`config.mk`:
```
export PLATFORM = sky130hd
export DESIGN_NAME = maze_mem_ctrl
export DESIGN_NICKNAME = d
export VERILOG_FILES = /design/src/rtl/maze_mem_ctrl.sv
export SDC_FILE = /design/constraint.sdc
export NUM_CORES = 1
export LEC_CHECK = 0
export ABC_AREA = 1
export BUFFER_PORTS_ARGS = -buffer_cell sky130_fd_sc_hd__buf_2
export CAP_MARGIN = 0
export CORE_MARGIN = 1.5
export CORE_UTILIZATION = 57
export CTS_BUF_LIST = sky130_fd_sc_hd__clkbuf_8
export DETAILED_ROUTE_END_ITERATION = 8
export PLACE_DENSITY = 0.82
export REMOVE_ABC_BUFFERS = 1
export SETUP_SLACK_MARGIN = 0.02
export SYNTH_ARGS = -nofsm -noshare
export SYNTH_HDL_FRONTEND = slang
export SYNTH_SLANG_ARGS = --single-unit
```
`constraint.sdc`:
```
create_clock -name CLOCK -period 10.1 [get_ports CLOCK]
set_clock_uncertainty 0.15 [all_clocks]
set_input_delay 2.02 -clock CLOCK [delete_from_list [all_inputs] [get_ports CLOCK]]
set_output_delay 2.02 -clock CLOCK [all_outputs]
set_load 0.05 [all_outputs]
```
`src/rtl/maze_mem_ctrl.sv`:
```
// Maze cell memory controller: one 256x2 single-port store shared between the
// VGA pixel reader (priority) and a buffered cell-update writer, plus a clear sweep.
module maze_mem_ctrl #(
  parameter int         FIFO_DEPTH  = 4,
  parameter logic [1:0] CLEAR_VALUE = 2'b00
) (
  input  logic       CLOCK,
  input  logic       RESET_N,
  input  logic [9:0] PIX_X,
  input  logic [9:0] PIX_Y,
  output logic [1:0] CELL_VALUE,
  input  logic       WR_VALID,
  output logic       WR_READY,
  input  logic [3:0] WR_ROW,
  input  logic [3:0] WR_COL,
  input  logic [1:0] WR_VALUE,
  input  logic       CLEAR_REQ,
  output logic       BUSY,
  output logic       DROP,
  output logic       dbg_state
);

  localparam int AW = $clog2(FIFO_DEPTH);
  localparam int CW = AW + 1;

  typedef enum logic {ST_CLEAR = 1'b0, ST_RUN = 1'b1} state_t;

  state_t        state_q, state_d;
  logic [7:0]    cnt_q, cnt_d;
  logic [1:0]    mem [256];
  logic [9:0]    fifo_mem [FIFO_DEPTH];
  logic [AW-1:0] wr_ptr_q, rd_ptr_q;
  logic [CW-1:0] count_q;
  logic          drop_q;

  logic       in_display;
  logic [7:0] disp_addr;
  logic       full, empty;
  logic       ready, busy, pop, push, accept, flush, drop_set;
  logic       mem_we;
  logic [7:0] mem_waddr;
  logic [1:0] mem_wdata;
  logic [9:0] head;
  logic       unused_bits;

  assign in_display  = (PIX_X < 10'd512) && (PIX_Y < 10'd480);
  assign disp_addr   = {PIX_Y[8:5], PIX_X[8:5]};
  assign unused_bits = ^{PIX_X[4:0], PIX_Y[4:0]};

  assign full  = (count_q == CW'(FIFO_DEPTH));
  assign empty = (count_q == '0);
  assign head  = fifo_mem[rd_ptr_q];

  // Update handshake: an update transfers on a rising edge where WR_VALID and
  // WR_READY are both high; WR_READY never depends on WR_VALID.
  assign accept   = WR_VALID && ready;
  assign flush    = CLEAR_REQ && (state_q == ST_RUN);
  assign push     = accept && (WR_ROW != 4'd15) && !flush;
  assign drop_set = (accept && ((WR_ROW == 4'd15) || flush)) || (flush && !empty);

  always_ff @(posedge CLOCK or negedge RESET_N) begin
    if (!RESET_N) begin
      state_q <= ST_CLEAR;
      cnt_q   <= '0;
    end else begin
      state_q <= state_d;
      cnt_q   <= cnt_d;
    end
  end

  // Port arbitration: clear sweep owns the port; in RUN the display wins and
  // buffered updates only commit on non-display cycles.
  always_comb begin
    state_d   = state_q;
    cnt_d     = cnt_q;
    busy      = 1'b0;
    ready     = 1'b0;
    pop       = 1'b0;
    mem_we    = 1'b0;
    mem_waddr = cnt_q;
    mem_wdata = CLEAR_VALUE;
    case (state_q)
      ST_CLEAR: begin
        busy   = 1'b1;
        mem_we = 1'b1;
        cnt_d  = cnt_q + 8'd1;
        if (cnt_q == 8'hFF) state_d = ST_RUN;
      end
      ST_RUN: begin
        ready = !full;
        if (flush) begin
          state_d = ST_CLEAR;
          cnt_d   = '0;
        end else if (!in_display && !empty) begin
          pop       = 1'b1;
          mem_we    = 1'b1;
          mem_waddr = head[9:2];
          mem_wdata = head[1:0];
        end
      end
      default: state_d = ST_CLEAR;
    endcase
  end

  always_ff @(posedge CLOCK) begin
    if (mem_we) mem[mem_waddr] <= mem_wdata;
  end

  always_ff @(posedge CLOCK or negedge RESET_N) begin
    if (!RESET_N) begin
      CELL_VALUE <= 2'b00;
    end else if (state_q == ST_CLEAR) begin
      CELL_VALUE <= CLEAR_VALUE;
    end else if (in_display) begin
      CELL_VALUE <= mem[disp_addr];
    end else begin
      CELL_VALUE <= 2'b00;
    end
  end

  always_ff @(posedge CLOCK) begin
    if (push) fifo_mem[wr_ptr_q] <= {WR_ROW, WR_COL, WR_VALUE};
  end

  always_ff @(posedge CLOCK or negedge RESET_N) begin
    if (!RESET_N) begin
      wr_ptr_q <= '0;
      rd_ptr_q <= '0;
      count_q  <= '0;
      drop_q   <= 1'b0;
    end else begin
      if (drop_set) drop_q <= 1'b1;
      if (flush) begin
        wr_ptr_q <= '0;
        rd_ptr_q <= '0;
        count_q  <= '0;
      end else begin
        if (push) wr_ptr_q <= wr_ptr_q + AW'(1);
        if (pop)  rd_ptr_q <= rd_ptr_q + AW'(1);
        count_q <= count_q + CW'(push) - CW'(pop);
      end
    end
  end

  assign WR_READY  = ready;
  assign BUSY      = busy;
  assign DROP      = drop_q;
  assign dbg_state = state_q;

endmodule
```
==> flow_summary_export.csv, run 1 <==
group,metric,value,unit
outcome,status,"complete, no violations",
floorplan,core,0.0423,sq mm
sta,setup_viol,0,
synthesis,postSynth.asyncResetShare,3.33,%
grt,grt_pass1_vias,16900,
detailed_routing,drt-initial-drc-count,2293,
worst_setup_path,cp.arrival,5.27,ns
synthesis,ys.flop_type,"edfxtp_1",
power_and_ir_drop,p_switching,0.00157,W
worst_setup_path,cp-start-kind,"input pin",
sta,tns,0,ns
detailed_routing,ant_nets,0,
hold_path,hp-start,"DROP$_DFFE_PN0P_",
synthesis,synth_area,0.0246,sq mm
finish,drive_gt1_share,9.14,%
clock_tree,numCtsBuffers,89,
floorplan,fp.dieW,211,um
detailed_routing,drcViolationCount,0,
power_and_ir_drop,peakVddDrop,126,uV
clock_tree,clk_pin_slew,0.06,ns
run,maxCapViolations,0,
finish,final_nets,2322,
sta,fmax,196,MHz
finish,final_util,63.1,%
hold_path,hold_end,"DROP$_DFFE_PN0P_",
clock_tree,clock_path_buffers,3,
power_and_ir_drop,pwr_density_cell,199,mW/mm^2
worst_setup_path,crit_path_end_kind,"register",
placement,place_area,0.0250,sq mm
finish,design_area,0.0267,sq mm
sta,rsz0062_at_grt,"false",
sta,worstMarginPinSlew,1.22,ns
placement,dp_hpwl,30.9,mm
power_and_ir_drop,seq_power_share,50.3,%
synthesis,synth.area.top_cells,"edfxtp_1 67%, nand3_1 10%, nand2_1 9.2%",
sta,timing.final.crit_share,50.5,%
grt,met3_usage,5.53,%
synthesis,synth_top_area_cell,"edfxtp_1",
clock_tree,cts_sinks,571,
synthesis,synth_seq_cells,571,
floorplan,die_h,211,um
placement,io_buffer_count,29,
placement,post-place-ws,4.44,ns
clock_tree,postCtsSetupBuffers,0,
synthesis,yosys_warnings,0,
synthesis,synth.top_cell.area_share,67.3,%
worst_setup_path,reg2reg_slack,6.14,ns
worst_setup_path,path_class,"input pin to register",
synthesis,postSynthCellCount,2298,
floorplan,dieArea,0.0445,sq mm
synthesis,synth_commonest_cells,"607 x nand2_1, 552 x edfxtp_1, 493 x nand3_1",
clock_tree,cts_hold_buf,0,
placement,gp_congestion,0.852,
synthesis,synth_area_per_cell,10.7,sq um
hold_path,hp-class,"register to register",
clock_tree,cts_resized,0,
sta,min_period,5.10,ns
power_and_ir_drop,p_comb_share,15.4,%
grt,antenna_found_initial,1,
sta,finalHoldViolations,0,
power_and_ir_drop,intPower,0.00373,W
grt,grtUsageMet1,32.9,%
sta,setup_slack,5.00,ns
synthesis,synth_edf_count,552,
power_and_ir_drop,finalPower,0.00531,W
worst_setup_path,ff2ff_path_depth,10,
synthesis,synth.distinct_cells,31,
floorplan,io_pins,40,
finish,area_delta_synth_final,8.38,%
clock_tree,clkLatencyLatePin,0.66,ns
floorplan,start_util,58.2,%
clock_tree,cts_tree,"done",
grt,grtUsageTotal,26.1,%
power_and_ir_drop,p_clk_share,34.3,%
hold_path,min_path_cells,2,
grt,globalRouteOverflowTotal,0,
floorplan,rows,75,
grt,grt_pass1_wl,88.1,mm
power_and_ir_drop,switching_share,29.7,%
synthesis,ys_seq_area_share,69.2,%
clock_tree,cts_root_buf,"clkbuf_8",
synthesis,post-synth-top-count-cell,"nand2_1",
detailed_routing,first_pass_iters,7,
detailed_routing,vias,17300,
worst_setup_path,reg2reg_from,"dbg_state$_DFF_PN0_",
grt,grt.busiest_layer,"met2",
worst_setup_path,crit_required,10.27,ns
sta,slew_violations,0,
power_and_ir_drop,p_leak,9.75,nW
detailed_routing,vias_per_cell,5.90,
detailed_routing,avgRoutedWirePerCell,19.6,um
worst_setup_path,path_max_fanout,22,
grt,met2_usage,43.7,%
finish,antenna_cells,0,
sta,slew_headroom,18.3,%
clock_tree,htreeDepth,3,
detailed_routing,wl,57.4,mm
grt,grt_max_degree,257,
worst_setup_path,rr_endpoint,"mem[237][0]$_DFFE_PP_",
layout by cell type (no fill, tap or decap), types with 16 or more instances in the layout:
cell type,netlist,routed
edfxtp_1,552,552
o21ai_0,34,34
dfrtp_1,19,19
nand2_1,607,607
nor2_1,303,303
nand3_1,493,493
buf_2,25,27
clkbuf_8,0,95
inv_2,16,16
inv_1,47,76
clkinv_1,0,19
logic make-up after synthesis:
group           Yosys count  share of synthesized area (%)
fa+ha+maj                 8                          0.437
buf+inv                 214                           3.56
flops                   571                           69.2
xor+xnor                  2                         0.0711
compound gates           58                           1.54
simple gates           1445                           25.2
routing by layer:
layer / routed length (um) / up-vias
li1: - / 7899
met1: 21100 / 8199
met5: 12 / -
met4: 2070 / 2
met2: 28000 / 1006
met3: 6250 / 186
final cells by class:
class	instances	area, sq um
Timing Repair Buffer	42	277
Clock buffer	95	1310
Clock inverter	68	368
Multi-Input combinational cell	1513	6730
Inverter	63	244
Tap cell	577	722
Fill cell	3120	15600
Sequential cell	571	17100
critical path: stages:
cell,delay (ns)
buf_2,0.38
nand4_1,0.34
nand2_1,0.14
nand2_1,0.09
nor2_4,0.11
nand2_4,0.23
nand2_1,0.14
o21ai_1,0.15
inv_2,0.15
nand2_1,0.11
nor2_1,0.17
nand2_1,0.74
nor2_1,0.47
power groups by stage:
stage          logic (W)  clock network, W  registers (W)
2_1_floorplan   0.000499                 0        0.00271
3_3_place_gp    0.000774                 0        0.00271
3_5_place_dp    0.000799                 0        0.00272
4_1_cts         0.000804           0.00184        0.00267
5_1_grt         0.000870           0.00193        0.00268
6_report        0.000816           0.00182        0.00267
metrics by stage:
stage          cells  hold slack [ns]
6_report        2929            0.342
2_1_floorplan   2147            0.309
4_1_cts         2929            0.348
5_1_grt         2929            0.372
3_5_place_dp    2766            0.333
3_3_place_gp    2766            0.315
state kept, by name, summed over array words and instances (netlist names):
signal,cells
fifo_mem,40
cnt_q,8
mem,512
DROP,1
dbg_state,1
rd_ptr_q,2
count_q,3
CELL_VALUE,2
wr_ptr_q,2
how the worst max path moves through the flow:
| stage | depth (start not counted) | end | from |
|---|---|---|---|
| after global routing | 11 | mem[69][0]$_DFFE_PP_ | PIX_Y[5] |
| after floorplan | 5 | mem[0][0]$_DFFE_PP_ | CLEAR_REQ |
| after global placement | 11 | mem[117][0]$_DFFE_PP_ | PIX_Y[5] |
| after detailed placement | 11 | mem[101][1]$_DFFE_PP_ | PIX_Y[5] |
| final | 13 | mem[232][1]$_DFFE_PP_ | PIX_Y[5] |
| after CTS | 11 | mem[133][1]$_DFFE_PP_ | PIX_Y[5] |
Power figures use the tool's default switching activity.
==> run 2, diff against run 1 <==
==> constraint.sdc (replaced) <==
create_clock -name CLOCK -period 4.51 [get_ports CLOCK]
set_clock_uncertainty 0.15 [all_clocks]
set_input_delay 0.902 -clock CLOCK [delete_from_list [all_inputs] [get_ports CLOCK]]
set_output_delay 0.902 -clock CLOCK [all_outputs]
set_load 0.05 [all_outputs]
==> run 2 against run 1 <==
Global-route usage rose by 0.58 points. Critical path type unchanged. Total power grew 120%. Largest cell class unchanged. Final cell count is 0.89% higher. Clock-buffer cell count up 3.
==> flow_summary_export.csv, run 2 (same netlist as run 1, synthesis figures left out) <==
group,metric,value,unit
outcome,status,"complete, no violations",
detailed_routing,drt-initial-drc-count,2091,
clock_tree,clock_path_buffers,3,
placement,place_inst,2795,
finish,final_nets,2350,
sta,setup_viol,0,
worst_setup_path,crit_path_end_kind,"register",
worst_setup_path,cpMostUsedCell,"nand2_1",
floorplan,fp.dieW,211,um
clock_tree,numCtsBuffers,88,
clock_tree,cts_tree,"done",
placement,io_buffer_count,29,
clock_tree,cts_hold_buf,0,
clock_tree,cts_resized,0,
worst_setup_path,cpLargestDelayFamily,"simple AND/OR/NAND/NOR gates",
finish,layout.cells.non_filler,2955,
grt,grt_pass1_wl,90.1,mm
grt,grtUsageTotal,26.6,%
power_and_ir_drop,p_comb_share,16.1,%
finish,largest_reg_flops,512,
worst_setup_path,ff2ff_path_depth,11,
finish,fillCellCount,3053,
placement,gp_congestion,0.810,
power_and_ir_drop,p_clk_share,33.7,%
floorplan,rows,75,
power_and_ir_drop,pwr_density_cell,442,mW/mm^2
sta,slew_headroom,34.7,%
worst_setup_path,rr_endpoint,"mem[14][0]$_DFFE_PP_",
finish,regMostFlops,"mem",
detailed_routing,drcViolationCount,0,
clock_tree,cts_sinks,571,
sta,setup_slack,0.980,ns
worst_setup_path,slowest_delay,0.38,ns
floorplan,io_pins,40,
worst_setup_path,path_max_fanout,22,
sta,slew_violations,0,
power_and_ir_drop,seq_power_share,50.1,%
finish,final_common_cell,"nand2_1",
detailed_routing,first_pass_iters,6,
detailed_routing,vias,17400,
sta,worstMarginPinSlew,0.975,ns
detailed_routing,avgRoutedWirePerCell,19.7,um
floorplan,core,0.0423,sq mm
finish,area_delta_synth_final,9.55,%
worst_setup_path,cp_cell_sequence,"buf_2, nand4_1, nand2_1, nand2_1, nor2_4, nand2_4, nand2_1, o21ai_4, nor2_2, inv_2, nor2_2, nand2_1, buf_4, nor2_1",
worst_setup_path,worst-path-buf-inv,3,
clock_tree,clkLatencyLatePin,0.65,ns
sta,min_period,3.53,ns
worst_setup_path,cp.arrival,3.71,ns
finish,mostFrequentLayoutCells,"607 x nand2_1, 552 x edfxtp_1, 493 x nand3_1",
floorplan,dieArea,0.0445,sq mm
sta,finalHoldViolations,0,
worst_setup_path,reg2reg_from,"dbg_state$_DFF_PN0_",
power_and_ir_drop,p_switching,0.00352,W
clock_tree,clk_pin_slew,0.06,ns
grt,globalRouteOverflowTotal,0,
power_and_ir_drop,intPower,0.00840,W
sta,fmax,283,MHz
clock_tree,htreeDepth,3,
sta,rsz0062_at_grt,"false",
worst_setup_path,crit_required,4.69,ns
grt,grt_pass1_vias,17400,
detailed_routing,vias_per_cell,5.88,
worst_setup_path,crit_slowest_cell,"nand4_1",
worst_setup_path,reg2reg_slack,1.02,ns
power_and_ir_drop,switching_share,29.5,%
worst_setup_path,startpoint,"PIX_Y[7]",
run,maxCapViolations,0,
power_and_ir_drop,p_leak,9.90,nW
finish,drive_gt1_share,10.3,%
hold_path,hp-class,"input pin to asynchronous set/reset pin",
grt,grt_max_degree,168,
grt,antenna_found_initial,0,
clock_tree,cts_root_buf,"clkbuf_8",
finish,antenna_cells,0,
floorplan,start_util,58.2,%
detailed_routing,ant_nets,0,
clock_tree,postCtsSetupBuffers,0,
floorplan,die_h,211,um
finish,top_regs,"mem: 512 flops, fifo_mem: 40 flops, cnt_q: 8 flops",
placement,dp_hpwl,33.0,mm
placement,post-place-ws,0.423,ns
worst_setup_path,cp-start-kind,"input pin",
sta,timing.final.crit_share,78.3,%
power_and_ir_drop,peakVddDrop,314,uV
worst_setup_path,path_class,"input pin to register",
detailed_routing,wl,58.3,mm
run 2: how the worst max path moves through the flow:
stage,cells after the start,to
after floorplan,5,mem[0][0]$_DFFE_PP_
after global placement,14,mem[126][0]$_DFFE_PP_
after detailed placement,14,mem[14][0]$_DFFE_PP_
after CTS,14,mem[14][0]$_DFFE_PP_
after global routing,9,mem[110][1]$_DFFE_PP_
final,14,mem[14][0]$_DFFE_PP_
run 2: final cells by class:
type	count	area (sq um)	area share (%)
clock buffer	98	1350	5.00
clock inverter	62	297	1.10
inverter	63	244	0.904
multi-input combinational	1513	6730	24.9
sequential	571	17100	63.2
tap	577	722	2.68
timing repair buffer	71	594	2.20
run 2: power groups by stage:
| stage | clock [W] | sequential [W] | combinational [W] |
|---|---|---|---|
| after floorplan | 0 | 0.00608 | 0.00112 |
| after global placement | 0 | 0.00608 | 0.00181 |
| after detailed placement | 0 | 0.00608 | 0.00187 |
| after CTS | 0.00404 | 0.00598 | 0.00188 |
| after global routing | 0.00427 | 0.00599 | 0.00205 |
| final | 0.00402 | 0.00598 | 0.00192 |
run 2: metal layers:
metal  share of wire, %  GRT usage (%)  up-vias
met5                  0              0        -
met4                3.5           11.4        0
met3                 12           5.80      163
li1                   -              -     7935
met2                 48           43.9     1040
met1                 36           34.4     8238
run 2: per-stage QoR:
stage	hold WS, ns	power (W)	setup TNS [ns]	util [%]	area, sq um
after floorplan	0.309	0.00719	-2867.03	-	24000
after global placement	0.318	0.00789	0	59.9	25300
after detailed placement	0.314	0.00796	0	59.9	25300
after CTS	0.0635	0.0119	0	63.8	27000
after global routing	0.0834	0.0123	0	63.8	27000
final	0.0783	0.0119	0	63.8	27000
